<file path="src/rtl/carbon_uart_tx_serializer.sv">
// UART transmit serializer with a circular byte FIFO and a sticky overflow flag.
// Define CARBON_UART_TX_PARITY_EN to insert an even-parity bit after the data bits.
module carbon_uart_tx_serializer #(
    parameter int CLK_DIV    = 16,
    parameter int FIFO_DEPTH = 16
) (
    input  logic                              clk,
    input  logic                              rst_n,
    input  logic                              in_valid,
    input  logic [7:0]                        in_byte,
    input  logic                              ovf_clr,
    output logic                              txd,
    output logic                              busy,
    output logic [$clog2(FIFO_DEPTH+1)-1:0]   fifo_level,
    output logic                              overflow
);

    localparam int LW = $clog2(FIFO_DEPTH + 1);
    localparam int AW = $clog2(FIFO_DEPTH);
    localparam logic [15:0] RELOAD = 16'(CLK_DIV - 1);

`ifdef CARBON_UART_TX_PARITY_EN
    typedef enum logic [2:0] {IDLE, START, DATA, PARITY, STOP} state_e;
`else
    typedef enum logic [1:0] {IDLE, START, DATA, STOP} state_e;
`endif

    state_e          state_q, state_d;
    logic [15:0]     cnt_q, cnt_d;
    logic [2:0]      idx_q, idx_d;
    logic [7:0]      sh_q, sh_d;
    logic            txd_q, txd_d;
    logic [AW-1:0]   wptr_q, rptr_q;
    logic [LW-1:0]   level_q, level_d;
    logic            ovf_q, ovf_d;
    logic [7:0]      mem_q [FIFO_DEPTH];

    logic            empty, full, push, pop, drop, bit_end;
    logic [7:0]      head;
    logic [2:0]      idx_nx;

    assign empty   = (level_q == '0);
    assign full    = (level_q == LW'(FIFO_DEPTH));
    assign head    = mem_q[rptr_q];
    assign bit_end = (cnt_q == '0);
    assign idx_nx  = idx_q + 3'd1;

    // A full FIFO still accepts a byte when the serializer pops in the same cycle.
    assign push = in_valid && (!full || pop);
    assign drop = in_valid && !push;

    always_comb begin
        state_d = state_q;
        cnt_d   = cnt_q;
        idx_d   = idx_q;
        sh_d    = sh_q;
        txd_d   = txd_q;
        pop     = 1'b0;
        unique case (state_q)
            IDLE: begin
                if (!empty) begin
                    pop     = 1'b1;
                    state_d = START;
                    cnt_d   = RELOAD;
                    sh_d    = head;
                    txd_d   = 1'b0;
                end
            end
            START: begin
                if (bit_end) begin
                    state_d = DATA;
                    cnt_d   = RELOAD;
                    idx_d   = '0;
                    txd_d   = sh_q[0];
                end else begin
                    cnt_d = cnt_q - 16'd1;
                end
            end
            DATA: begin
                if (bit_end) begin
                    cnt_d = RELOAD;
                    if (idx_q == 3'd7) begin
`ifdef CARBON_UART_TX_PARITY_EN
                        state_d = PARITY;
                        txd_d   = ^sh_q;
`else
                        state_d = STOP;
                        txd_d   = 1'b1;
`endif
                    end else begin
                        idx_d = idx_nx;
                        txd_d = sh_q[idx_nx];
                    end
                end else begin
                    cnt_d = cnt_q - 16'd1;
                end
            end
`ifdef CARBON_UART_TX_PARITY_EN
            PARITY: begin
                if (bit_end) begin
                    state_d = STOP;
                    cnt_d   = RELOAD;
                    txd_d   = 1'b1;
                end else begin
                    cnt_d = cnt_q - 16'd1;
                end
            end
`endif
            STOP: begin
                if (bit_end) begin
                    if (!empty) begin
                        pop     = 1'b1;
                        state_d = START;
                        cnt_d   = RELOAD;
                        sh_d    = head;
                        txd_d   = 1'b0;
                    end else begin
                        state_d = IDLE;
                        txd_d   = 1'b1;
                    end
                end else begin
                    cnt_d = cnt_q - 16'd1;
                end
            end
            default: begin
                state_d = IDLE;
                txd_d   = 1'b1;
            end
        endcase
    end

    always_comb begin
        level_d = level_q;
        unique case ({push, pop})
            2'b10:   level_d = level_q + LW'(1);
            2'b01:   level_d = level_q - LW'(1);
            default: level_d = level_q;
        endcase
    end

    // A drop in the same cycle as a clear wins so no overflow goes unseen.
    assign ovf_d = drop ? 1'b1 : (ovf_clr ? 1'b0 : ovf_q);

    always_ff @(posedge clk or negedge rst_n) begin
        if (!rst_n) begin
            state_q <= IDLE;
            cnt_q   <= '0;
            idx_q   <= '0;
            sh_q    <= '0;
            txd_q   <= 1'b1;
            wptr_q  <= '0;
            rptr_q  <= '0;
            level_q <= '0;
            ovf_q   <= 1'b0;
        end else begin
            state_q <= state_d;
            cnt_q   <= cnt_d;
            idx_q   <= idx_d;
            sh_q    <= sh_d;
            txd_q   <= txd_d;
            level_q <= level_d;
            ovf_q   <= ovf_d;
            if (push) wptr_q <= wptr_q + AW'(1);
            if (pop)  rptr_q <= rptr_q + AW'(1);
        end
    end

    always_ff @(posedge clk) begin
        if (push) mem_q[wptr_q] <= in_byte;
    end

    assign txd        = txd_q;
    assign busy       = !empty || (state_q != IDLE);
    assign fifo_level = level_q;
    assign overflow   = ovf_q;

endmodule

</file>
<file path="config.mk">
export PLATFORM = sky130hd
export DESIGN_NAME = carbon_uart_tx_serializer
export DESIGN_NICKNAME = d
export VERILOG_FILES = /design/src/rtl/carbon_uart_tx_serializer.sv
export SDC_FILE = /design/constraint.sdc
export NUM_CORES = 1
export LEC_CHECK = 0
export BUFFER_PORTS_ARGS = -buffer_cell sky130_fd_sc_hd__buf_2
export CAP_MARGIN = 10
export CORE_ASPECT_RATIO = 0.7
export CORE_UTILIZATION = 65
export DETAILED_ROUTE_END_ITERATION = 12
export HOLD_SLACK_MARGIN = 0.06
export PLACE_DENSITY = 0.9
export SLEW_MARGIN = 20
export SYNTH_ARGS = -nofsm -noshare
export SYNTH_HDL_FRONTEND = slang
export SYNTH_SLANG_ARGS = --single-unit
</file>
<file path="constraint.sdc">
create_clock -name clk -period 5.4 [get_ports clk]
set_input_delay 0.81 -clock clk [delete_from_list [all_inputs] [get_ports clk]]
set_output_delay 0.81 -clock clk [all_outputs]
set_load 0.02 [all_outputs]
</file>
### After elaboration in Yosys (flattened, before gate mapping)

Memory sizes are Yosys's and may differ from the RTL's.
Cells that the tools add are included.

| storage, ports and cells | value |
|---|---|
| register bits | 44 |
| bits in writable memories | 128 |
| input bits | 12 |
| logic and storage cells | 85 |
| memories kept | 1 |

| operators by class | value |
|---|---|
| $add $sub $neg | 6 |
| order comparisons | 1 |
| eq/ne operators | 13 |
| muxes and demuxes | 35 |
| reduce and logical (&&, ||, !) cells | 20 |

Memory list:

| memory | depth | width | read ports | clocked after Yosys merged registers in | wr ports | RTL line | RTL |
|---|---|---|---|---|---|---|---|
| mem_q | 16 | 8 | 1 | 0 | 1 | 36 | `logic [7:0] mem_q [FIFO_DEPTH];` |

Operators with widths:

| operator | count |
|---|---|
| two-way mux 16 bit | 3 |
| case mux 16 bit (3 select lines) | 1 |
| zero test 16 bit | 1 |
| two-way mux 8 bit | 2 |
| case mux 8 bit (2 select lines) | 1 |
| subtractor 16 x 1 -> 16 bit, second input constant | 1 |
| two-way mux 1 bit | 14 |
| != test 2 bit, second input constant | 6 |
| two-way mux 2 bit | 5 |
| case mux 5 bit (2 select lines) | 1 |
| nonzero test 2 bit | 5 |
| two-way mux 3 bit | 3 |
| adder 4 x 1 -> 4 bit, second input constant | 2 |
| case mux 2 bit (4 select lines) | 1 |
| AND reduction 4 bit | 2 |
| equality test 2 bit, second input constant | 3 |
| case mux 3 bit (2 select lines) | 1 |
| adder 5 x 1 -> 5 bit, second input constant | 1 |
| equality test 5 bit, second input constant | 1 |
| zero test 5 bit | 1 |
| AND reduction 5 bit | 1 |
| subtractor 5 x 1 -> 5 bit, second input constant | 1 |
| equality test 2 x 1 -> 1 bit, second input constant | 2 |
| less-than comparator 3 x 4 -> 1 bit, second input constant | 1 |
| 11 further kinds | 15 |

### Depth between registers and ports, before layout

| logic depth | value |
|---|---|
| depth after elaboration | 9 |
| mapped depth | 14 |
| depth with buffers taken out | 13 |

### Worst setup path before layout

OpenSTA, ideal clock, no wires.

| timing path | value |
|---|---|
| path kind | register -> register |
| start point | register level_q[1], in the netlist fifo_level[1] |
| end point | register level_q[4], in the netlist fifo_level[4] |
| library setup time | 0.080 ns |
| data arrival time | 2.931 ns |
| required time | 5.320 ns |
| setup slack | 2.389 ns |
| stages on the path, launching flop included | 13 |
| path buffers | 1 |
| cell sequence | dfrtp_1 or4_4 o21ai_1 o21ai_1 buf_4 nand2_1 inv_1 ha_1 nor2b_1 o21a_1 or3_1 mux2i_1 xor2_1 |

| between the ends | value |
|---|---|
| longest elaborated chain between the ends | 8 |

Ends and longest elaborated chain:

| element | RTL line | RTL |
|---|---|---|
| start, declared | 34 | `logic [LW-1:0] level_q, level_d;` |
| start signal, assigned | 161 | `level_q <= level_d;` |
| zero test 5 bit | 42 | `assign empty = (level_q == '0);` |
| two-way mux 1 bit | 61, 111 |  |
| two-way mux 1 bit | 110 | `if (bit_end) begin` |
| case mux 1 bit (2 select lines) | 59 | `unique case (state_q)` |
| logical OR 1 bit | 49 | `assign push = in_valid && (!full \|\| pop);` |
| logical AND 1 bit | 49 |  |
| equality test 2 x 1 -> 1 bit or equality test 2 bit (tied branches) | 134 | `unique case ({push, pop})` |
| case mux 5 bit (2 select lines) or nonzero test 2 bit (tied branches) | - |  |

Several ways; a longest one is shown, not always the timed one.
A chain may end at the register's enable or synchronous reset.

### Final worst setup path

| timing path | value |
|---|---|
| start point | register cnt_q[0] |
| end point | memory mem_q[5][4], enable pin |

| between the ends | value |
|---|---|
| longest elaborated chain between the ends | 7 |

Ends and longest elaborated chain:

| element | RTL line | RTL |
|---|---|---|
| start, declared | 29 | `logic [15:0] cnt_q, cnt_d;` |
| start signal, assigned | 157 | `cnt_q <= cnt_d;` |
| zero test 16 bit | 45 | `assign bit_end = (cnt_q == '0);` |
| two-way mux 1 bit | 110 |  |
| case mux 1 bit (2 select lines) | 59 |  |
| logical OR 1 bit | 49 |  |
| logical AND 1 bit | 49 |  |
| two-way mux 1 bit | 169 | `if (push) mem_q[wptr_q] <= in_byte;` |
| two-way mux 1 bit (implied by the code) | 169 |  |
| end, declared | 36 |  |

No other way between the ends.

==> metrics.md <==
| Metric | Value |
|---|---|
| Status | `complete, no violations` |
| CTS tree | `yes` |
| Final Skew | `0.00747 ns` |
| Count leader, synth | `edfxtp_1` |
| FP Rows | `32` |
| Slew @ Worst Pin | `1.03 ns` |
| Max clock buf depth | `2` |
| Power per cell area | `590 nW/µm²` |
| Vias in the first global route | `4303` |
| Critical path launch point type | `flop` |
| Number of synthesis warnings | `0` |
| DP Area | `7820 µm²` |
| Arrival @ worst endpoint | `3.64 ns` |
| Dominant cells by area after synthesis | `edfxtp_1 51%, dfrtp_1 14%, mux4_2 12%` |
| Setup TNS | `0 ns` |
| Root Buffer | `clkbuf_16` |
| Max-slew headroom | `31.1%` |
| First-pass GRT wire length | `24.7 mm` |
| DRC viols | `0` |
| Mapped Nets | `487` |
| Die Y | `just over 90 µm` |
| Worst R2R Start | `cnt_q[0]` |
| Drt wl/cell | `24.4 µm` |
| Post-route minimum period | `3.59 ns` |
| Drt first pass iters | `7` |
| Post-CTS setup buffer count | `0` |
| CP max-delay cell | `nor2_1` |
| Top_reg_cell synth | `edfxtp_1` |
| Register bit total from synthesis | `172` |
| Max frequency | `between 200 and 300 MHz` |
| Crit path kind | `reg2reg` |
| Clock slew at reported path FFs | `0.07 ns` |
| Post-Syn Area | `7590 µm²` |
| Async SR Flop Fraction | `25.6%` |
| Worst VDD drop | `0.388 mV` |
| Final WL | `about 16 mm` |
| Total grt overflow | `0` |
| Synth-to-layout area growth | `10.7%` |
| Crit share post-route | `66.4%` |
| Cell internal pwr | `0.00319 W` |
| Cells after Synth | `~460` |
| Initial Utilization | `67.7%` |
| Total stage count of the critical path | `7` |
| Count of input and output buffers | `19` |
| Seq pwr share | `~39%` |
| # hold bufs at CTS | `0` |
| Cts repair resizes | `0` |
| CP Capture Type | `flop` |
| IO Pins | `20` |
| CORE AREA | `11200 µm²` |
| Cell breakdown of the critical path | `inv_1 -> ha_1 -> nor3b_2 -> nand4_2 -> o211ai_4 -> nand3_1 -> nor2_1` |
| Sequential area share after synthesis | `65.1%` |
| Final setup fails | `0` |
| Post-detailed-route count of antenna-violating nets | `0` |
| Routed vias | `approximately 4300` |
| Switch share | `35.8%` |
| Initial DRC count | `529` |
| Avg Cell Area, Syn | `roughly 17 µm²` |
| Full die area | `12100 µm²` |
| Clock latency on the worst-skew pair | `about 0.43 ns` |
| Setup crit start | `cnt_q[0]` |
| Crit path to | `mem_q[5][4]` |
| GRT Total Usage | `around 29%` |
| Synth top area share | `between 50% and 60%` |
| R2r setup slk | `1.81 ns` |
| Post-synth cell types | `57` |
| Area leader, netlist | `edfxtp_1` |
| Layout cell share with drive strength beyond 1 | `between 20% and 30%` |
| Antenna violations before repair | `0` |
| Buf/Inv on CP | `1` |
| Largest net degree at the start of global routing | `45` |
| CP max stage delay | `about 0.71 ns` |
| Non-Filler Cell Area, Final | `between 8000 and 9000 µm²` |
| RSZ-0062 raised after global routing | `false` |
| H-tree depth | `4` |
| Leak pwr | `about 3 nW` |
| Final HPWL DP | `10.6 mm` |
| CP max FO | `12` |
| Via density | `6.66` |
| Worst min-delay path category | `in2async` |
| Worst R2R End | `mem_q[5][4]` |
| Cts bufs inserted | `17` |
| Required time worst endpoint | `5.45 ns` |
| Die Wd | `~130 µm` |
| Max_cap viols | `0` |
| Post-synth top cells | `128 x edfxtp_1, 43 x dfrtp_1, 42 x mux4_2` |
| Final Hold Vio Count | `0` |
| P_sw | `0.00178 W` |
| EDFF count, synth | `128` |
| Final slew viol count | `0` |
| Worst R2R Path Depth | `7` |
| Logic pwr share | `roughly 37%` |
| Final nets | `510` |
| CP delay by family, top | `simple AND/OR/NAND/NOR gates` |
| Sink Count | `172` |
| Final Wtd Congestion | `~0.94` |
| ANT cells | `0` |
| Clock Power Share | `between 20% and 30%` |
## registers in the layout (all words and copies together), names as in the netlist
register and cells:
sh_q 8, mem_q 128, idx_q 3, fifo_level 5, txd 1, state_q 2
cnt_q 16, overflow 1, wptr_q 4, rptr_q 4
## kinds of logic after synthesis
| logic type | Yosys count | synth area share (%) |
|---|---|---|
| multiplexers | 59 | 14.9 |
| AND/OR/NAND/NOR | 101 | 7.43 |
| buffers and inverters | 34 | 2.13 |
| flip-flops | 172 | 65.1 |
| adder cells (fa/ha/maj) | 17 | 2.90 |
| XOR/XNOR | 11 | 1.27 |
| AO/OA/AOI/OAI | 64 | 6.21 |
## layer usage
metal	share of wire, %	vias up	GRT usage (%)
li1	-	1859	-
met1	41	2198	42.1
met2	48	222	43.0
met3	9.3	27	6.68
met4	1.9	0	10.5
met5	0	-	0
## cell type report
cell class,instances,area [µm²]
Timing Repair Buffer,25,140
Inverter,13,48.8
Clock inverter,12,103
Sequential cell,172,4950
Multi-Input combinational cell,252,2510
Clock buffer,20,468
Tap cell,153,191
Fill cell,637,2810
## cell usage in the layout (no fill, tap or decap), types with 3 or more instances in the layout
| master | synthesis | final |
|---|---|---|
| a21oi_1 | 12 | 12 |
| nor2_1 | 25 | 25 |
| nand4_1 | 3 | 3 |
| clkbuf_16 | 0 | 18 |
| o22ai_1 | 7 | 7 |
| mux2_2 | 13 | 13 |
| dfrtp_1 | 43 | 42 |
| a31oi_1 | 3 | 3 |
| mux4_2 | 42 | 42 |
| and3_1 | 3 | 3 |
| nor3b_1 | 6 | 4 |
| nor2b_1 | 4 | 4 |
| buf_4 | 4 | 6 |
| o22a_1 | 5 | 5 |
| and4_1 | 3 | 3 |
| o21ai_1 | 3 | 3 |
| nand2_1 | 23 | 23 |
| nand3_1 | 4 | 4 |
| buf_2 | 3 | 19 |
| ha_1 | 16 | 16 |
| edfxtp_1 | 128 | 128 |
| inv_1 | 13 | 13 |
| and2_1 | 3 | 3 |
| clkinv_4 | 0 | 4 |
| inv_6 | 0 | 5 |
| nand2b_1 | 5 | 5 |
| nor4_1 | 6 | 6 |
| xnor2_1 | 9 | 9 |
| nor3_1 | 6 | 4 |
| o21ai_0 | 8 | 8 |
| nor3b_2 | 1 | 3 |
| a21o_1 | 3 | 3 |
| a22o_1 | 9 | 9 |
## power by group through the flow
stage	sequential, W	combinational, W	clock [W]
3_3_place_gp	0.00193	0.00173	0
3_5_place_dp	0.00196	0.00180	0
6_report	0.00193	0.00186	0.00117
4_1_cts	0.00193	0.00183	0.00118
2_1_floorplan	0.00184	0.00146	0
5_1_grt	0.00197	0.00200	0.00124
## metrics by stage
stage	hold WS, ns	utilization [%]	power, W	setup WS [ns]	instances
after global routing	0.511	75.0	0.00521	1.63	647
final	0.464	75.0	0.00496	1.81	647
after floorplan	0.475	-	0.00331	2.39	458
after CTS	0.479	74.8	0.00494	1.53	647
after global placement	0.487	69.7	0.00366	1.95	615
after detailed placement	0.503	69.7	0.00376	1.62	615
## worst min-delay path by stage
stage,start,to,slack (ns),cells past startpoint
floorplan,sh_q[5],sh_q[5],0.48,1
global placement,sh_q[3],sh_q[3],0.49,1
detailed placement,sh_q[7],sh_q[7],0.50,1
CTS,rst_n,sh_q[5],0.48,2
global route,rst_n,sh_q[2],0.51,2
finish,rst_n,sh_q[2],0.46,2
Note: power is estimated with default switching activity, not from simulation.
